`src/rtl/writeback_arbiter_pkg.sv`:
```
// Shared types and constants for the writeback arbiter slice: unit codes,
// writeback packet layout and the default widths.
package writeback_arbiter_pkg;

    localparam int REG_ADDR_WIDTH = 6;
    localparam int DATA_WIDTH     = 64;
    localparam int FIFO_DEPTH     = 4;

    localparam logic [1:0] FX_UNIT_CODE     = 2'd0;
    localparam logic [1:0] FP_UNIT_CODE     = 2'd1;
    localparam logic [1:0] LDST_UNIT_CODE   = 2'd2;
    localparam logic [1:0] BRANCH_UNIT_CODE = 2'd3;

    typedef struct packed {
        logic                        en1;
        logic [0:REG_ADDR_WIDTH-1]   addr1;
        logic [0:DATA_WIDTH-1]       val1;
        logic                        en2;
        logic [0:REG_ADDR_WIDTH-1]   addr2;
        logic [0:DATA_WIDTH-1]       val2;
    } wb_packet_t;

    // A packet with neither write enabled carries nothing and is never queued.
    function automatic logic packet_valid(wb_packet_t p);
        return p.en1 | p.en2;
    endfunction

endpackage

```
`src/rtl/writeback_arbiter_if.sv`:
```
// Writeback bus between the FX / LdSt units, the arbiter and the register file.
// master: the producing/consuming environment; slave: the arbiter.
interface writeback_arbiter_if #(
    parameter int regAddrWidth = 6,
    parameter int dataWidth    = 64
);
    logic                      fxReg1WritebackEnable_i;
    logic                      fxReg2WritebackEnable_i;
    logic [0:regAddrWidth-1]   fxReg1WritebackAddress_i;
    logic [0:regAddrWidth-1]   fxReg2WritebackAddress_i;
    logic [0:dataWidth-1]      fxReg1WritebackVal_i;
    logic [0:dataWidth-1]      fxReg2WritebackVal_i;

    logic                      ldStReg1WritebackEnable_i;
    logic                      ldStReg2WritebackEnable_i;
    logic [0:regAddrWidth-1]   ldStReg1WritebackAddress_i;
    logic [0:regAddrWidth-1]   ldStReg2WritebackAddress_i;
    logic [0:dataWidth-1]      ldStReg1WritebackVal_i;
    logic [0:dataWidth-1]      ldStReg2WritebackVal_i;

    logic                      regFileWrite1Enable_o;
    logic                      regFileWrite2Enable_o;
    logic [0:regAddrWidth-1]   regFileWrite1Address_o;
    logic [0:regAddrWidth-1]   regFileWrite2Address_o;
    logic [0:dataWidth-1]      regFileWrite1Val_o;
    logic [0:dataWidth-1]      regFileWrite2Val_o;
    logic [0:1]                functionalUnitCode_o;
    logic                      fxStall_o;
    logic                      ldStStall_o;
    logic                      overflow_o;

    modport master (
        output fxReg1WritebackEnable_i, fxReg2WritebackEnable_i,
               fxReg1WritebackAddress_i, fxReg2WritebackAddress_i,
               fxReg1WritebackVal_i, fxReg2WritebackVal_i,
               ldStReg1WritebackEnable_i, ldStReg2WritebackEnable_i,
               ldStReg1WritebackAddress_i, ldStReg2WritebackAddress_i,
               ldStReg1WritebackVal_i, ldStReg2WritebackVal_i,
        input  regFileWrite1Enable_o, regFileWrite2Enable_o,
               regFileWrite1Address_o, regFileWrite2Address_o,
               regFileWrite1Val_o, regFileWrite2Val_o,
               functionalUnitCode_o, fxStall_o, ldStStall_o, overflow_o
    );

    modport slave (
        input  fxReg1WritebackEnable_i, fxReg2WritebackEnable_i,
               fxReg1WritebackAddress_i, fxReg2WritebackAddress_i,
               fxReg1WritebackVal_i, fxReg2WritebackVal_i,
               ldStReg1WritebackEnable_i, ldStReg2WritebackEnable_i,
               ldStReg1WritebackAddress_i, ldStReg2WritebackAddress_i,
               ldStReg1WritebackVal_i, ldStReg2WritebackVal_i,
        output regFileWrite1Enable_o, regFileWrite2Enable_o,
               regFileWrite1Address_o, regFileWrite2Address_o,
               regFileWrite1Val_o, regFileWrite2Val_o,
               functionalUnitCode_o, fxStall_o, ldStStall_o, overflow_o
    );
endinterface

```
`src/rtl/writeback_arbiter_fifo.sv`:
```
// Per-source packet FIFO (module wb_packet_fifo). Head is read combinationally so
// the arbiter can pop and forward it in the same cycle; caller never pops when empty.
module wb_packet_fifo #(
    parameter int fifoDepth   = 4,
    parameter int packetWidth = 8
) (
    input  logic                              clock_i,
    input  logic                              reset_i,
    input  logic                              push,
    input  logic                              pop,
    input  logic [packetWidth-1:0]            din,
    output logic [packetWidth-1:0]            head,
    output logic [$clog2(fifoDepth+1)-1:0]    count,
    output logic                              full
);
    localparam int PTR_W = $clog2(fifoDepth);
    localparam int CNT_W = $clog2(fifoDepth + 1);

    logic [packetWidth-1:0] mem_reg [fifoDepth];
    logic [PTR_W-1:0]       wr_ptr_reg;
    logic [PTR_W-1:0]       rd_ptr_reg;
    logic [CNT_W-1:0]       count_reg;

    // Storage carries no reset; the pointers alone define validity.
    always_ff @(posedge clock_i) begin
        if (push) begin
            mem_reg[wr_ptr_reg] <= din;
        end
    end

    always_ff @(posedge clock_i) begin
        if (reset_i) begin
            wr_ptr_reg <= '0;
            rd_ptr_reg <= '0;
            count_reg  <= '0;
        end else begin
            if (push) wr_ptr_reg <= wr_ptr_reg + 1'b1;
            if (pop)  rd_ptr_reg <= rd_ptr_reg + 1'b1;
            case ({push, pop})
                2'b10:   count_reg <= count_reg + 1'b1;
                2'b01:   count_reg <= count_reg - 1'b1;
                default: count_reg <= count_reg;
            endcase
        end
    end

    assign head  = mem_reg[rd_ptr_reg];
    assign count = count_reg;
    assign full  = (count_reg == CNT_W'(fifoDepth));
endmodule

```
`src/rtl/writeback_arbiter.sv`:
```
// Round-robin writeback arbiter: FX and LdSt packets queue per source and one is
// granted per cycle to the register file. Optional macro: WB_ARBITER_BYPASS_EN.
module writeback_arbiter
    import writeback_arbiter_pkg::*;
#(
    parameter int         fifoDepth    = FIFO_DEPTH,
    parameter int         regAddrWidth = REG_ADDR_WIDTH,
    parameter int         dataWidth    = DATA_WIDTH,
    parameter logic [1:0] FXUnitCode   = FX_UNIT_CODE,
    parameter logic [1:0] LdStUnitCode = LDST_UNIT_CODE
) (
    input  logic                  clock_i,
    input  logic                  reset_i,
    writeback_arbiter_if.slave    wb
);
    localparam int CNT_W = $clog2(fifoDepth + 1);

    wb_packet_t        pkt_in [2];
    wb_packet_t        head   [2];
    logic [CNT_W-1:0]  count  [2];
    logic [1:0]        push_req, push_acc, pop, full, not_empty, drop, stall;
    logic [1:0]        grant, bypass;
    logic              ptr_reg, ptr_toggle;
    logic              sel_src, load_out;
    wb_packet_t        sel_pkt;

    logic                     en1_reg, en2_reg, overflow_reg;
    logic [0:regAddrWidth-1]  addr1_reg, addr2_reg;
    logic [0:dataWidth-1]     val1_reg, val2_reg;
    logic [1:0]               code_reg;

    assign pkt_in[0] = '{en1: wb.fxReg1WritebackEnable_i,   addr1: wb.fxReg1WritebackAddress_i,
                         val1: wb.fxReg1WritebackVal_i,     en2: wb.fxReg2WritebackEnable_i,
                         addr2: wb.fxReg2WritebackAddress_i, val2: wb.fxReg2WritebackVal_i};
    assign pkt_in[1] = '{en1: wb.ldStReg1WritebackEnable_i,   addr1: wb.ldStReg1WritebackAddress_i,
                         val1: wb.ldStReg1WritebackVal_i,     en2: wb.ldStReg2WritebackEnable_i,
                         addr2: wb.ldStReg2WritebackAddress_i, val2: wb.ldStReg2WritebackVal_i};

    // Source 0 is FX, source 1 is LdSt throughout.
    for (genvar gi = 0; gi < 2; gi++) begin : g_src
        assign push_req[gi]  = packet_valid(pkt_in[gi]);
        assign not_empty[gi] = (count[gi] != '0);
        assign push_acc[gi]  = push_req[gi] & ~bypass[gi] & (~full[gi] | pop[gi]);
        assign drop[gi]      = push_req[gi] & ~bypass[gi] & full[gi] & ~pop[gi];
        assign stall[gi]     = (count[gi] >= CNT_W'(fifoDepth - 1));

        wb_packet_fifo #(
            .fifoDepth   (fifoDepth),
            .packetWidth ($bits(wb_packet_t))
        ) u_fifo (
            .clock_i (clock_i),
            .reset_i (reset_i),
            .push    (push_acc[gi]),
            .pop     (pop[gi]),
            .din     (pkt_in[gi]),
            .head    (head[gi]),
            .count   (count[gi]),
            .full    (full[gi])
        );
    end

    // Bypass is only considered when both queues are empty, so it never
    // competes with a FIFO head.
    always_comb begin
        grant      = '0;
        bypass     = '0;
        ptr_toggle = 1'b0;
        if (&not_empty) begin
            grant[ptr_reg] = 1'b1;
            ptr_toggle     = 1'b1;
        end else if (not_empty[0]) begin
            grant[0] = 1'b1;
        end else if (not_empty[1]) begin
            grant[1] = 1'b1;
        end
`ifdef WB_ARBITER_BYPASS_EN
        else if (&push_req) begin
            bypass[ptr_reg] = 1'b1;
            ptr_toggle      = 1'b1;
        end else begin
            bypass = push_req;
        end
`endif
    end

    assign pop      = grant;
    assign sel_src  = grant[1] | bypass[1];
    assign load_out = |{grant, bypass};
    assign sel_pkt  = (|bypass) ? pkt_in[sel_src] : head[sel_src];

    always_ff @(posedge clock_i) begin
        if (reset_i) begin
            en1_reg      <= 1'b0;
            en2_reg      <= 1'b0;
            addr1_reg    <= '0;
            addr2_reg    <= '0;
            val1_reg     <= '0;
            val2_reg     <= '0;
            code_reg     <= '0;
            overflow_reg <= 1'b0;
            ptr_reg      <= 1'b0;
        end else begin
            overflow_reg <= overflow_reg | (|drop);
            ptr_reg      <= ptr_reg ^ ptr_toggle;
            if (load_out) begin
                // Two writes to one register: the port-2 value wins.
                en1_reg   <= sel_pkt.en1 & ~(sel_pkt.en2 & (sel_pkt.addr1 == sel_pkt.addr2));
                en2_reg   <= sel_pkt.en2;
                addr1_reg <= sel_pkt.addr1;
                addr2_reg <= sel_pkt.addr2;
                val1_reg  <= sel_pkt.val1;
                val2_reg  <= sel_pkt.val2;
                code_reg  <= sel_src ? LdStUnitCode : FXUnitCode;
            end else begin
                en1_reg <= 1'b0;
                en2_reg <= 1'b0;
            end
        end
    end

    assign wb.regFileWrite1Enable_o  = en1_reg;
    assign wb.regFileWrite2Enable_o  = en2_reg;
    assign wb.regFileWrite1Address_o = addr1_reg;
    assign wb.regFileWrite2Address_o = addr2_reg;
    assign wb.regFileWrite1Val_o     = val1_reg;
    assign wb.regFileWrite2Val_o     = val2_reg;
    assign wb.functionalUnitCode_o   = code_reg;
    assign wb.fxStall_o              = stall[0];
    assign wb.ldStStall_o            = stall[1];
    assign wb.overflow_o             = overflow_reg;
endmodule

```
`src/flat_wrapper.sv`:
```
// flat-port wrapper written by rule: the top's interface ports become plain ports
module writeback_arbiter_flat import writeback_arbiter_pkg::*;
#(
    parameter int         fifoDepth    = FIFO_DEPTH,
    parameter int         regAddrWidth = REG_ADDR_WIDTH,
    parameter int         dataWidth    = DATA_WIDTH,
    parameter logic [1:0] FXUnitCode   = FX_UNIT_CODE,
    parameter logic [1:0] LdStUnitCode = LDST_UNIT_CODE
)
  (clock_i, reset_i, wb_fxReg1WritebackEnable_i, wb_fxReg2WritebackEnable_i, wb_fxReg1WritebackAddress_i, wb_fxReg2WritebackAddress_i, wb_fxReg1WritebackVal_i, wb_fxReg2WritebackVal_i, wb_ldStReg1WritebackEnable_i, wb_ldStReg2WritebackEnable_i, wb_ldStReg1WritebackAddress_i, wb_ldStReg2WritebackAddress_i, wb_ldStReg1WritebackVal_i, wb_ldStReg2WritebackVal_i, wb_regFileWrite1Enable_o, wb_regFileWrite2Enable_o, wb_regFileWrite1Address_o, wb_regFileWrite2Address_o, wb_regFileWrite1Val_o, wb_regFileWrite2Val_o, wb_functionalUnitCode_o, wb_fxStall_o, wb_ldStStall_o, wb_overflow_o);
  writeback_arbiter_if #(.regAddrWidth(regAddrWidth), .dataWidth(dataWidth)) wb_i ();
  input  logic clock_i;
  input  logic reset_i;
  input wire logic [$bits(wb_i.fxReg1WritebackEnable_i)-1:0] wb_fxReg1WritebackEnable_i;
  input wire logic [$bits(wb_i.fxReg2WritebackEnable_i)-1:0] wb_fxReg2WritebackEnable_i;
  input wire logic [$bits(wb_i.fxReg1WritebackAddress_i)-1:0] wb_fxReg1WritebackAddress_i;
  input wire logic [$bits(wb_i.fxReg2WritebackAddress_i)-1:0] wb_fxReg2WritebackAddress_i;
  input wire logic [$bits(wb_i.fxReg1WritebackVal_i)-1:0] wb_fxReg1WritebackVal_i;
  input wire logic [$bits(wb_i.fxReg2WritebackVal_i)-1:0] wb_fxReg2WritebackVal_i;
  input wire logic [$bits(wb_i.ldStReg1WritebackEnable_i)-1:0] wb_ldStReg1WritebackEnable_i;
  input wire logic [$bits(wb_i.ldStReg2WritebackEnable_i)-1:0] wb_ldStReg2WritebackEnable_i;
  input wire logic [$bits(wb_i.ldStReg1WritebackAddress_i)-1:0] wb_ldStReg1WritebackAddress_i;
  input wire logic [$bits(wb_i.ldStReg2WritebackAddress_i)-1:0] wb_ldStReg2WritebackAddress_i;
  input wire logic [$bits(wb_i.ldStReg1WritebackVal_i)-1:0] wb_ldStReg1WritebackVal_i;
  input wire logic [$bits(wb_i.ldStReg2WritebackVal_i)-1:0] wb_ldStReg2WritebackVal_i;
  output wire logic [$bits(wb_i.regFileWrite1Enable_o)-1:0] wb_regFileWrite1Enable_o;
  output wire logic [$bits(wb_i.regFileWrite2Enable_o)-1:0] wb_regFileWrite2Enable_o;
  output wire logic [$bits(wb_i.regFileWrite1Address_o)-1:0] wb_regFileWrite1Address_o;
  output wire logic [$bits(wb_i.regFileWrite2Address_o)-1:0] wb_regFileWrite2Address_o;
  output wire logic [$bits(wb_i.regFileWrite1Val_o)-1:0] wb_regFileWrite1Val_o;
  output wire logic [$bits(wb_i.regFileWrite2Val_o)-1:0] wb_regFileWrite2Val_o;
  output wire logic [$bits(wb_i.functionalUnitCode_o)-1:0] wb_functionalUnitCode_o;
  output wire logic [$bits(wb_i.fxStall_o)-1:0] wb_fxStall_o;
  output wire logic [$bits(wb_i.ldStStall_o)-1:0] wb_ldStStall_o;
  output wire logic [$bits(wb_i.overflow_o)-1:0] wb_overflow_o;
  assign wb_i.fxReg1WritebackEnable_i = wb_fxReg1WritebackEnable_i;
  assign wb_i.fxReg2WritebackEnable_i = wb_fxReg2WritebackEnable_i;
  assign wb_i.fxReg1WritebackAddress_i = wb_fxReg1WritebackAddress_i;
  assign wb_i.fxReg2WritebackAddress_i = wb_fxReg2WritebackAddress_i;
  assign wb_i.fxReg1WritebackVal_i = wb_fxReg1WritebackVal_i;
  assign wb_i.fxReg2WritebackVal_i = wb_fxReg2WritebackVal_i;
  assign wb_i.ldStReg1WritebackEnable_i = wb_ldStReg1WritebackEnable_i;
  assign wb_i.ldStReg2WritebackEnable_i = wb_ldStReg2WritebackEnable_i;
  assign wb_i.ldStReg1WritebackAddress_i = wb_ldStReg1WritebackAddress_i;
  assign wb_i.ldStReg2WritebackAddress_i = wb_ldStReg2WritebackAddress_i;
  assign wb_i.ldStReg1WritebackVal_i = wb_ldStReg1WritebackVal_i;
  assign wb_i.ldStReg2WritebackVal_i = wb_ldStReg2WritebackVal_i;
  assign wb_regFileWrite1Enable_o = wb_i.regFileWrite1Enable_o;
  assign wb_regFileWrite2Enable_o = wb_i.regFileWrite2Enable_o;
  assign wb_regFileWrite1Address_o = wb_i.regFileWrite1Address_o;
  assign wb_regFileWrite2Address_o = wb_i.regFileWrite2Address_o;
  assign wb_regFileWrite1Val_o = wb_i.regFileWrite1Val_o;
  assign wb_regFileWrite2Val_o = wb_i.regFileWrite2Val_o;
  assign wb_functionalUnitCode_o = wb_i.functionalUnitCode_o;
  assign wb_fxStall_o = wb_i.fxStall_o;
  assign wb_ldStStall_o = wb_i.ldStStall_o;
  assign wb_overflow_o = wb_i.overflow_o;
  writeback_arbiter #(.fifoDepth(fifoDepth), .regAddrWidth(regAddrWidth), .dataWidth(dataWidth), .FXUnitCode(FXUnitCode), .LdStUnitCode(LdStUnitCode)) u_core (.clock_i(clock_i), .reset_i(reset_i), .wb(wb_i));
endmodule
```
`config.mk`:
```
export PLATFORM = sky130hd
export DESIGN_NAME = writeback_arbiter_flat
export DESIGN_NICKNAME = d
export VERILOG_FILES = /design/src/rtl/writeback_arbiter_pkg.sv /design/src/rtl/writeback_arbiter_if.sv /design/src/rtl/writeback_arbiter_fifo.sv /design/src/rtl/writeback_arbiter.sv /design/src/flat_wrapper.sv
export SDC_FILE = /design/constraint.sdc
export NUM_CORES = 1
export LEC_CHECK = 0
export ABC_CLOCK_PERIOD_IN_PS = 6800
export CAP_MARGIN = 20
export CORE_MARGIN = 2
export CORE_UTILIZATION = 57
export DETAILED_ROUTE_END_ITERATION = 12
export PLACE_DENSITY_LB_ADDON = 0.25
export RECOVER_POWER = 100
export SLEW_MARGIN = 40
export SYNTH_ARGS = -nofsm -noshare
export SYNTH_HDL_FRONTEND = slang
export SYNTH_SLANG_ARGS = --single-unit
```
`constraint.sdc`:
```
create_clock -name clock_i -period 6.8 [get_ports clock_i]
set_clock_uncertainty 0.2 [all_clocks]
set_input_delay 1.02 -clock clock_i [delete_from_list [all_inputs] [get_ports clock_i]]
set_output_delay 1.02 -clock clock_i [all_outputs]
set_load 0.05 [all_outputs]
```
### Word level (Yosys, flattened, before mapping)

Memory sizes are Yosys's and may differ from the RTL's. A register that Yosys moved wholly into a read port is not among the register bits.
Index checks and enable logic that the tools add are counted.

| storage, ports and cells | value |
|---|---|
| bits in registers | 160 |
| input port bits | 286 |
| memories | 2 |
| bits in writable memories | 1136 |
| logic and storage cells | 88 |
| output and inout port bits | 147 |

| cells by class | value |
|---|---|
| eq/ne operators | 7 |
| $add $sub $neg | 8 |
| reductions and logical operators | 9 |
| magnitude comparators | 5 |
| bitwise operators | 21 |
| mux-type cells | 21 |

Memories:

| name | depth | bits a word | read ports | clocked after Yosys merged registers in | write ports | line | text |
|---|---|---|---|---|---|---|---|
| u_core.g_src[0].u_fifo.mem_reg | 4 | 142 | 1 | 1 | 1 | writeback_arbiter_fifo.sv:19 | `logic [packetWidth-1:0] mem_reg [fifoDepth];` |
| u_core.g_src[1].u_fifo.mem_reg | 4 | 142 | 1 | 1 | 1 | writeback_arbiter_fifo.sv:19 |  |

Operators by type and width:

| operator | count |
|---|---|
| 142-bit two-way mux | 3 |
| 2-bit two-way mux | 6 |
| 3-bit one-hot mux with 2 select lines | 2 |
| 1-bit two-way mux | 9 |
| 2-bit by 1-bit adder with 2-bit output (second input constant) | 4 |
| 1-bit AND | 8 |
| 3-bit by 1-bit adder with 3-bit output (second input constant) | 2 |
| 3-bit equality test (second input constant) | 2 |
| 6-bit equality test | 1 |
| 3-bit by 2-bit greater-or-equal comparator with 1-bit output (second input constant) | 2 |
| 1-bit inverter | 6 |
| 3-bit nonzero test | 2 |
| 2-bit OR reduction | 3 |
| 3-bit by 1-bit subtractor with 3-bit output (second input constant) | 2 |
| 1-bit bitwise OR | 5 |
| 2-bit by 1-bit equality test with 1-bit output (second input constant) | 2 |
| 2-bit equality test (second input constant) | 2 |
| 2-bit nonzero test | 2 |
| 2-bit greater-or-equal comparator (second input constant) | 1 |
| 1-bit by 2-bit < comparator with 1-bit output (second input constant) | 1 |
| 1-bit inverter with 2-bit output | 1 |
| 2-bit AND reduction | 1 |
| 1-bit demux with 1-bit select | 1 |
| 1-bit greater-or-equal comparator (second input constant) | 1 |
| 2 further kinds | 2 |

### Longest topological paths before layout

| depth | value |
|---|---|
| depth after elaboration | 13 |
| gate-level depth with buffers | 11 |
| depth with buffers taken out | 10 |

### By module

A second synthesis with hierarchy kept.

| unflattened totals | value |
|---|---|
| cells, all modules | 2090 |
| area, all modules | 48311.3 sq um |

Modules (own cells, without submodules):

| module | area each (sq um) | sequential area each (sq um) | times used | cells an instance |
|---|---|---|---|---|
| wb_packet_fifo | 20890.0 | 17236.5 | 2 | 784 |
| writeback_arbiter | 6531.3 | 2902.8 | 1 | 522 |

### Worst setup path after synthesis

Ideal clock, no wire load.

| path | value |
|---|---|
| path type | in2reg |
| from | input port wb_ldStReg2WritebackEnable_i |
| to | memory u_core.g_src[1].u_fifo.mem_reg[1][0] in the netlist's numbering (enable) |
| setup slack | 1327 ps |
| path buffers | 0 |
| arrival time | 4755 ps |
| library setup time | 518 ps |
| stages on the path | 3 |
| cells stage by stage | nor2_1 > a31oi_1 > and2_1 |

| between the ends | value |
|---|---|
| longest elaborated chain between the ends | 4 |

RTL lines:

| what | line | text |
|---|---|---|
| from (decl) | flat_wrapper.sv:21 | `input wire logic [$bits(wb_i.ldStReg2WritebackEnable_i)-1:0] wb_ldStReg2WritebackEnable_i;` |
| 1-bit bitwise OR | writeback_arbiter_pkg.sv:25 | `return p.en1 \| p.en2;` |
| 1-bit AND | writeback_arbiter.sv:43 | `assign push_acc[gi] = push_req[gi] & ~bypass[gi] & (~full[gi] \| pop[gi]);` |
| 1-bit two-way mux | writeback_arbiter_fifo.sv:26 | `if (push) begin` |
| 1-bit two-way mux (implied by the code) | writeback_arbiter_fifo.sv:27 | `mem_reg[wr_ptr_reg] <= din;` |
| to (decl) | writeback_arbiter_fifo.sv:19 |  |

No other way between the ends.

### Worst setup path in the final report

| path | value |
|---|---|
| from | input port wb_fxReg1WritebackEnable_i |
| to | memory u_core.g_src[0].u_fifo.mem_reg[3][112] in the netlist's numbering (enable) |

| between the ends | value |
|---|---|
| longest elaborated chain between the ends | 4 |

RTL lines:

| what | line | text |
|---|---|---|
| from (decl) | flat_wrapper.sv:14 | `input wire logic [$bits(wb_i.fxReg1WritebackEnable_i)-1:0] wb_fxReg1WritebackEnable_i;` |
| 1-bit bitwise OR | writeback_arbiter_pkg.sv:25 |  |
| 1-bit AND | writeback_arbiter.sv:43 |  |
| 1-bit two-way mux | writeback_arbiter_fifo.sv:26 |  |
| 1-bit two-way mux (implied by the code) | writeback_arbiter_fifo.sv:27 |  |
| to (decl) | writeback_arbiter_fifo.sv:19 |  |

No other way between the ends.

==> out/qor.csv <==
stage,metric,value,unit
power,ir_worst_vdd,0.411,mV
clock_tree,cts-resized-gates,0,
sta,timing.setup.tns,0,ns
critical_path,critPathKind,input port to flip-flop,
die,fp.coreArea,83700,µm²
yosys,netlist_instances,2400,
drt,drt-initial-drc-count,2272,
sta,hold_viol,0,
sta,tightestPinTransition,3.34,ns
place,numPortBuffers,431,
critical_path,ff2ff_path_depth,4,
clock_tree,postCtsSetupBuffers,0,
grt,grt_use_total,25.5,%
grt,grt_pass1_wl,162000,µm
clock_tree,clock_latency,0.72,ns
power,p_switching,8.17,mW
critical_path,critPathMaxFanout,83,
clock_tree,clock_path_buffers,3,
final_layout,final_util,69.4,%
power,powerDensity,430,nW/µm²
yosys,ys_ff_latch,1299,
sta,finalCriticalPeriod,5.07,ns
power,p_leak,19.3,nW
yosys,synth_nets,2697,
clock_tree,cts_buffers,132,
clock_tree,clk_pin_slew,0.06,ns
drt,routedWlPerCell,26.5,µm
min_path,hold_end,u_core.wb.overflow_o$_SDFF_PP0_,
final_layout,syn2layout_area_growth,20.6,%
grt,grt_overflow,0,
critical_path,r2r_start,u_core.g_src[1].u_fifo.count[2]$_SDFFE_PP0P_,
critical_path,reg2reg_to,u_core.g_src[0].u_fifo.mem_reg[3][112]$_DFFE_PP_,
drt,drc,0,
yosys,yosys_warnings,0,
critical_path,cpMaxStageDelayCell,clkbuf_2,
power,p_int,16.8,mW
grt,first_global_vias,25500,
grt,grt_max_degree,125,
die,die_h,295,µm
yosys,ys_seq_area_share,77.6,%
die,start_util,57.5,%
sta,finalMaxSlewViolations,663,
yosys,yosysTopAreaCell,edfxtp_1,
sta,holdWs,0.273,ns
sta,max_freq,0.197,GHz
die,dieArea,86800,µm²
critical_path,worstPathCellList,dlygate4sd3_1 -> nor2_1 -> a41oi_1 -> and2_4 -> clkbuf_2,
critical_path,start_kind,input port,
power,seq_power_share,42.4,%
yosys,synthArstFlopShare,0,%
critical_path,critical-path-top-delay-family,buffers and inverters,
clock_tree,clock_sinks,1299,
place,post-dp-hpwl,67700,µm
sta,slew_headroom,-122,%
place,dpl_cell_area,53700,µm²
final_layout,drive_above_1_share,17.8,%
final_layout,nets,3159,
outcome,violations,"max-capacitance violations, max-slew violations",
clock_tree,cts_tree,built,
yosys,synth_edf_count,1136,
power,clockPowerShare,28.1,%
clock_tree,cts_root_buffer,clkbuf_16,
drt,ant_nets,0,
final_layout,stdcell_area,58100,µm²
critical_path,max_stage_delay,1.95,ns
grt,antenna_found_initial,81,
final_layout,largest_register_ffs,1136,
clock_tree,postCtsHoldBufs,0,
drt,vias_per_cell,5.98,
yosys,synth_cell_types,36,
sta,setup_viol,0,
min_path,holdCritPathClass,flip-flop to flip-flop,
power,combPwrFrac,29.5,%
drt,vias,24800,
outcome,status,"finished, violations left",
critical_path,r2r_slack,1.86,ns
sta,rsz0062_at_grt,no,
min_path,hold_depth,2,
yosys,synth.most_common_cell,edfxtp_1,
die,rows,106,
yosys,synth_area_per_cell,20.1,µm²
drt,route.final.wire_length,110000,µm
critical_path,end_kind,flip-flop,
clock_tree,htreeDepth,4,
critical_path,required,6.86,ns
min_path,hold_start,u_core.wb.overflow_o$_SDFF_PP0_,
sta,period_share,74.5,%
critical_path,crit_buf_inv,2,
yosys,yosys.area.top_type_share,70.8,%
power,switching_share,32.7,%
yosys,synth_area_leaders,"edfxtp_1, mux4_2, dfxtp_1, a311oi_1, nand2_1",
yosys,yosys_most_used_dff,edfxtp_1,
die,io_pins,433,
drt,first_pass_iters,6,
die,die_x,295,µm
flow_run,cap_violations,15,
yosys,synthTopCellsByCount,"edfxtp_1, mux4_2, nand2_1",
place,gp_congestion,0.787,
critical_path,arrival,5.13,ns
yosys,syn-cell-area,48200,µm²
[stage by stage]
stage                     power, mW  setup WS (ns)  instances
final                          25.0           1.73       4151
after global routing           26.0           1.49       4122
after CTS                      25.3           3.18       4104
after detailed placement       18.2           2.56       3859
after global placement         18.0           2.58       3849
after floorplan                15.9           1.33       2400
[layer usage]
layer  track usage [%]  routed length [µm]  up-vias
met5                 0                 255        -
met4              7.53                2630       40
met3              6.42               10200      236
met2              41.6               55200     1066
met1              34.4               41600    12800
li1                  -                   -    10700
[logic make-up (layout without fill, tap and decap cells)]
family / after synthesis / after routing / share of synthesized area (%)
flops: 1299 / 1299 / 77.6
fa+ha+maj: 11 / 11 / 0.317
simple gates: 456 / 456 / 3.67
xor+xnor: 19 / 19 / 0.346
other cells: 1 / 45 / 0.00779
compound gates: 161 / 161 / 2.84
buf+inv: 158 / 731 / 1.70
mux: 295 / 295 / 13.5
[cells in the final DEF (no fill, tap or decap), types with 4 or more instances in the layout]
cell           count
buf_6              4
dfxtp_1          159
clkinvlp_4         4
clkinv_2          24
a211oi_1           8
and2_4             4
xnor2_1            8
and2_0             4
edfxtp_1        1136
nor2_1           166
buf_12            15
clkinv_1          14
clkinv_8           6
clkbuf_8          16
mux2i_1           11
clkbuf_2           4
clkbuf_16        137
nand2_1          269
dfxtp_4            4
clkbuf_1          40
xor2_1            11
diode_2           44
bufinv_16          6
dlygate4sd3_1    430
a21oi_1            8
mux4_2           284
a311oi_1         131
nor3_1             6
inv_6              5
buf_4             11
ha_1               9
inv_1             11
[worst max-delay path by stage]
stage	start	to	slack [ns]	cells after the start
after global placement	wb_fxReg2WritebackEnable_i	u_core.g_src[0].u_fifo.mem_reg[2][14]$_DFFE_PP_	2.58	5
after CTS	u_core.g_src[1].u_fifo.count[2]$_SDFFE_PP0P_	u_core.wb.regFileWrite1Enable_o$_SDFF_PP0_	3.18	8
after global routing	u_core.g_src[0].u_fifo.count[2]$_SDFFE_PP0P_	u_core.g_src[1].u_fifo.mem_reg[3][114]$_DFFE_PP_	1.49	5
final	wb_fxReg1WritebackEnable_i	u_core.g_src[0].u_fifo.mem_reg[3][112]$_DFFE_PP_	1.73	5
after floorplan	wb_ldStReg2WritebackEnable_i	u_core.g_src[1].u_fifo.mem_reg[1][0]$_DFFE_PP_	1.33	3
after detailed placement	wb_ldStReg1WritebackEnable_i	u_core.g_src[1].u_fifo.mem_reg[3][111]$_DFFE_PP_	2.56	5
[worst reg2reg max path, delay by kind of cell, from the launching register on]
kind            cells  cell delay [ns]
flops               1             0.36
buf+inv             1             1.96
compound gates      1             0.73
simple gates        2             1.19
[power groups by stage]
stage               Combinational, mW  Clock, mW  Sequential, mW
finish                           7.37       7.03            10.6
global route                     7.90       7.45            10.7
CTS                              7.54       7.14            10.6
detailed placement               7.48          0            10.7
global placement                 7.22          0            10.8
floorplan                        4.23          0            11.7
[final cells by class]
cell class                 count  area (µm²)
sequential                  1299       37400
clock buffer                 186        3770
antenna                       44         110
timing repair buffer         474        4850
clock inverter                59         524
multi-input combinational    943        9950
inverter                      12        50.0
tap                         1134        1420
fill                        5122       25600
Note: power is estimated with default switching activity, not from simulation.
